==> src/rtl/hashfunc.sv <==
// hashfunc: dual-hash generator for the two-choice (cuckoo-style) bucket table.
// Each 32-bit key produces two bucket indices through a free-running 2-stage pipeline.
//
// Ports:
//   clk   - system clock, rising edge
//   rst   - asynchronous, active-high reset; clears every pipeline register
//   key   - 32-bit key, sampled on every rising edge
//   hash1 - primary bucket index. Registered; TABLE_BITS significant bits, zero-extended.
//   hash2 - alternate bucket index. Registered; TABLE_BITS significant bits, zero-extended.
//
// Optional build macro:
//   HASH_DISTINCT_EN - when defined, a hash2 index equal to the hash1 index
//                      is replaced by (hash1 + 1) mod 2^TABLE_BITS.
//
// Latency: a key sampled at edge N appears on hash1/hash2 after edge N+1.
module hashfunc #(
    parameter int unsigned TABLE_BITS = 8,
    parameter logic [31:0] K1         = 32'h9E3779B9,
    parameter logic [31:0] K2         = 32'h85EBCA6B,
    parameter logic [31:0] SEED       = 32'h00000000
) (
    input  logic        clk,
    input  logic        rst,
    input  logic [31:0] key,
    output logic [31:0] hash1,
    output logic [31:0] hash2
);

    // Low bit of the index slice taken from the 32-bit product.
    localparam int unsigned SH = 32 - TABLE_BITS;

    // Stage 1 registers
    logic [31:0] k_r;
    logic [31:0] m_r;
`ifdef HASH_DISTINCT_EN
    // Marks that stage 1 holds a sampled key rather than flushed zeros.
    logic        v_r;
`endif

    // Stage 2 combinational products and index slices
    logic [31:0]           p1_c;
    logic [31:0]           p2_c;
    logic [TABLE_BITS-1:0] idx1_c;
    logic [TABLE_BITS-1:0] idx2_c;

    // Truncated multiplies followed by the top-bit index slice.
    always_comb begin
        p1_c   = k_r * K1;
        p2_c   = m_r * K2;
        idx1_c = p1_c[31:SH];
        idx2_c = p2_c[31:SH];
`ifdef HASH_DISTINCT_EN
        // Collision bump. Gated by v_r so that flushed slots read as 0 after reset.
        if (v_r && (p2_c[31:SH] == p1_c[31:SH])) begin
            idx2_c = p1_c[31:SH] + TABLE_BITS'(1);
        end
`endif
    end

    // Pipeline registers for both stages
    always_ff @(posedge clk or posedge rst) begin
        if (rst) begin
            k_r   <= 32'd0;
            m_r   <= 32'd0;
`ifdef HASH_DISTINCT_EN
            v_r   <= 1'b0;
`endif
            hash1 <= 32'd0;
            hash2 <= 32'd0;
        end else begin
            k_r   <= key;
            m_r   <= key ^ (key >> 16) ^ SEED;
`ifdef HASH_DISTINCT_EN
            v_r   <= 1'b1;
`endif
            hash1 <= 32'(idx1_c);
            hash2 <= 32'(idx2_c);
        end
    end

endmodule

==> config.mk <==
export PLATFORM = sky130hd
export DESIGN_NAME = hashfunc
export DESIGN_NICKNAME = d
export VERILOG_FILES = /design/src/rtl/hashfunc.sv
export SDC_FILE = /design/constraint.sdc
export NUM_CORES = 1
export LEC_CHECK = 0
export ABC_AREA = 1
export BUFFER_PORTS_ARGS = -buffer_cell sky130_fd_sc_hd__buf_4
export CAP_MARGIN = 15
export CORE_ASPECT_RATIO = 0.75
export CORE_MARGIN = 1
export CORE_UTILIZATION = 61
export CTS_CLUSTER_DIAMETER = 60
export DETAILED_ROUTE_END_ITERATION = 7
export GPL_TIMING_DRIVEN = 0
export MAX_ROUTING_LAYER = met4
export PLACE_DENSITY = 0.84
export SLEW_MARGIN = 20
export SYNTH_ARGS = -nofsm -noshare
export SYNTH_HDL_FRONTEND = slang
export SYNTH_SLANG_ARGS = --single-unit
==> constraint.sdc <==
create_clock -name clk -period 8.2 [get_ports clk]
set_clock_uncertainty 0.1 [all_clocks]
set_input_delay 0.82 -clock clk [delete_from_list [all_inputs] [get_ports clk]]
set_output_delay 0.82 -clock clk [all_outputs]
set_load 0.05 [all_outputs]
# Word-level counts from Yosys, hierarchy flattened
# Cells that the tools add are included.
[totals]
ff_bits = 80
latchBits = 0
mem_bits_rw = 0
romBits = 0
output_inout_bits = 64
word_cells = 7
mem_count = 0
[classes]
add_sub_neg = 0
mul = 2
div_mod_pow = 0
magnitude_cmp = 0
n_eq_ne = 0
n_shift = 0
muxes = 0
bitwise_logic = 1
n_reduce_logical = 0
[op_table]
columns = ["op", "count"]
rows = [
  ["multiplier 32 x 32 -> 32 bit, second input constant", 2],
  ["XOR 32 x 16 -> 32 bit", 1],
]

# Depth between registers and ports, before layout
[logic_depth]
word_depth = 1
mapped_depth = 28
mapped_depth_nobuf = 28

# Worst setup path before layout
# Ideal clock, no wire load.
[synth_path]
path_type = "register -> register"
start = "register k_r[16]"
end = "register hash1[4]"
setup_ns = 0.079
t_arrival_ns = 5.725
t_required_ns = 8.021
path_slack_ns = 2.295
stages_incl_launch_ff = 21
path_buffers = 0
synth_period_minus_slack_ns = 5.905
path_cell_list = "dfrtp_1 > fa_1 > inv_1 > fa_1 > inv_1 > fa_1 > fa_1 > fa_1 > inv_1 > fa_1 > inv_1 > fa_1 > fa_1 > ha_1 > nand2_1 > nor2_2 > nand2_1 > nor4_1 > o21ai_0 > nand3_1 > xor2_1"
[synth_between]
elab_chain_len = 1
[synth_lines]
columns = ["element", "line", "text"]
rows = [
  ["start, declared", "33", "logic [31:0] k_r;"],
  ["start signal, assigned", "71", "k_r <= key;"],
  ["multiplier 32 x 32 -> 32 bit", "48", "p1_c = k_r * K1;"],
  ["via p1_c[28]", "41", "logic [31:0] p1_c;"],
  ["end signal, assigned", "76", "hash1 <= 32'(idx1_c);"],
  ["end, declared", "25", "output logic [31:0] hash1,"],
]
# The timed path passes the listed nets, and every way through them passes these cells.

==> summary.txt <==
CTS
  – Number of CTS-inserted buffers: 9
  – Level count of the clock H-tree: 3
  – TritonCTS clock tree: built
  – Clock latency on the worst-skew pair: 0.37 ns
  – Hold bufs inserted after CTS: 0
  – Number of sinks handled by clock tree synthesis: 64
  – Root Buffer: sky130_fd_sc_hd__clkbuf_16
  – Clock transition at the registers of the reported paths: 0.07 ns
  – Resized Gates After CTS: 0
  – Setup bufs post-CTS: 0
  – Clock buffer depth: 2

Run status
  – Outcome: finished, final reports clean

Worst setup path
  – Cell type group with the largest total delay on the critical path: adder cells
  – CP Launch Type: flip-flop
  – Register-to-register setup slack: 1.31 ns
  – Worst Path Max Fanout: 13
  – WP depth: 19
  – Largest stage delay, worst path: 0.96 ns
  – Arrival time reported for the critical path endpoint: 7.05 ns
  – Startpoint of the lowest-slack register-to-register path: k_r[16]$_DFF_PP0_
  – Crit Path Category: flip-flop to flip-flop
  – Reg-to-reg endpoint: hash2[7]$_DFF_PP0_
  – Critical path data required time: 8.36 ns
  – Kind of end point of the critical path: flip-flop
  – Worst Setup SP: k_r[16]$_DFF_PP0_
  – Endpoint of the most critical setup path: hash2[7]$_DFF_PP0_
  – Worst-case reg-to-reg path depth: 19
  – CP most frequent cell: sky130_fd_sc_hd__fa_1
  – Standard cell with the maximum stage delay on the critical path: sky130_fd_sc_hd__dfrtp_1
  – Cell Chain, Critical Path: fa_1 -> fa_1 -> inv_1 -> fa_1 -> fa_1 -> fa_1 -> fa_1 -> fa_1 -> fa_1 -> inv_1 -> ha_1 -> nand2_1 -> nor2_1 -> a211oi_1 -> nand2_1 -> a21oi_1 -> nand2_1 -> nand3_1 -> nand2_1
  – Count of buffer and inverter cells on the critical path: 2

Final layout
  – Layout Nets: 3,117
  – Commonest cells after routing, fill and taps aside: 718 x sky130_fd_sc_hd__inv_1, 440 x sky130_fd_sc_hd__fa_1, 353 x sky130_fd_sc_hd__ha_1
  – Final instance count without filler cells: 2,745
  – Area used by multi-input combinational logic: 16,200 sq um
  – Most common library cell in the layout ignoring fill and taps: sky130_fd_sc_hd__inv_1
  – Number of fill cells: 2,704
  – Share of cells above drive strength 1: 6.32%
  – Number of antenna repair diodes: 0
  – Post-route core utilization: 66.2%
  – Synth-to-layout area growth: 6.93%
  – FF/Latch Area: 1600 sq um

Drt
  – Post-route ant nets: 0
  – Count of vias placed by the detailed router: 14,593
  – Mean routed wirelength per cell: 21.8 um
  – Total detailed-routing wirelength: 59,800 um
  – Via density per instance: 5.32
  – Initial DRC Count: 1,498
  – Drt drc: 0
  – First-pass DRT Iterations: 5

Global routing
  – Initial antenna violation count: 0
  – GRT Util Overall: 38.7%
  – Residual overflow from global routing: 0
  – Vias in the first global route: 15,328
  – Wire length of the first global-routing pass: 93,000 um
  – Largest net degree at the start of global routing: 47

Placement
  – Number of instances in the placed design: 2,729
  – I/O Buffers: 49
  – Post-DP HPWL: 54,700 um
  – Placer congestion estimate: 1.07

Synthesis
  – Number of synthesized flops with an enable pin: 0
  – Seq/Total Area, Yosys: 7.73%
  – Unique cell type count in the Yosys netlist: 39
  – Post-Synthesis Mean Instance Area: 9.49 sq um
  – Async set-reset flop share out of synthesis: 100%
  – Primary FF master, synth: sky130_fd_sc_hd__dfrtp_1
  – Cells after synthesis: 2,182
  – Mapped Area: 20,700 sq um
  – Count of yosys warnings during synthesis: 0
  – Seq cells post-synth: 64

STA
  – Max Clock Freq: 145 MHz
  – Post-route clock period utilization: 84.0%
  – Transition time of the tightest slew-check pin: 0.954 ns
  – Unrepaired setup endpoints after global routing: false
  – Count of final hold-check violations: 0
  – Final number of max-transition violations: 0
  – Relative slew slack: 36.4%
  – Aggregate negative setup slack: 0 ns
  – Total setup violations reported at the end of the flow: 0
  – Worst hold slack after final layout: 0.281 ns
  – Final critical path time including I/O delays and setup: 6.89 ns

Floorplan
  – Rows: 58
  – Overall die area: 34,700 sq um
  – Core footprint: 33,500 sq um
  – Horizontal die dimension: 215 um
  – Overall die height: 162 um
  – Top-level port count: 98
  – Initial cell density of the core: 61.9%

Flow run
  – MaxCap Viol Count: 0

Worst hold path
  – Worst Hold Class: primary input to asynchronous set/reset pin
-- flip-flops by register name (all words and copies together) (netlist names) --
signal / cells
k_r: 32
m_r: 16
hash1: 8
hash2: 8
-- synthesized netlist by cell type (all sizes together), types with 5 or more instances --
library cell | number | area share (%)
xnor2 | 22 | 0.93
a31oi | 5 | 0.15
nand2 | 236 | 4.4
nor2 | 68 | 1.3
ha | 353 | 21
a21oi | 49 | 1.2
buf | 48 | 1.7
a21o | 8 | 0.29
fa | 440 | 43
o21ai | 32 | 0.81
inv | 724 | 13
dfrtp | 64 | 7.7
xor2 | 42 | 1.8
nand4 | 13 | 0.39
nand3 | 49 | 1.2
-- metal layers --
layer	track usage (%)	wire [um]	part of all wire, %	up-vias
met2	46.1	21400	36	730
met3	17.8	9590	16	30
li1	-	-	-	6538
met4	4.19	442	0.74	0
met1	60.0	28300	47	7295
met5	-	0	0	-
-- how the worst min path moves through the flow --
stage | depth (start not counted) | to
final | 2 | k_r[20]$_DFF_PP0_
after global routing | 2 | k_r[20]$_DFF_PP0_
after CTS | 2 | k_r[20]$_DFF_PP0_
after detailed placement | 2 | k_r[20]$_DFF_PP0_
after global placement | 1 | k_r[29]$_DFF_PP0_
after floorplan | 0 | k_r[0]$_DFF_PP0_
-- stage by stage --
stage | worst slack (ns) | area, sq um
3_5_place_dp | 1.37 | 21800
3_3_place_gp | 1.39 | 21800
6_report | 1.31 | 22100
4_1_cts | 1.35 | 22100
5_1_grt | 1.05 | 22100
2_1_floorplan | 2.30 | 20900
-- cell families after synthesis --
kind of cell | after synthesis | share of synthesized area [%]
buffers and inverters | 772 | 14.9
XOR/XNOR | 64 | 2.71
AO/OA/AOI/OAI | 112 | 3.15
AND/OR/NAND/NOR | 376 | 7.67
adder cells (fa/ha/maj) | 793 | 63.9
flip-flops | 64 | 7.73
other | 1 | 0.0181
-- layout make-up --
| type | instances | share of cell area [%] |
|---|---|---|
| sequential | 64 | 7.23 |
| tap | 450 | 2.54 |
| timing repair buffer | 50 | 1.79 |
| inverter | 724 | 12.3 |
| buffer | 48 | 1.63 |
| clock inverter | 7 | 0.328 |
| multi-input combinational | 1393 | 73.2 |
| clock buffer | 9 | 1.02 |
Power is left out: the tool's default activity adds up to more than one toggle a clock period on the data nets, which glitch-free logic cannot reach.
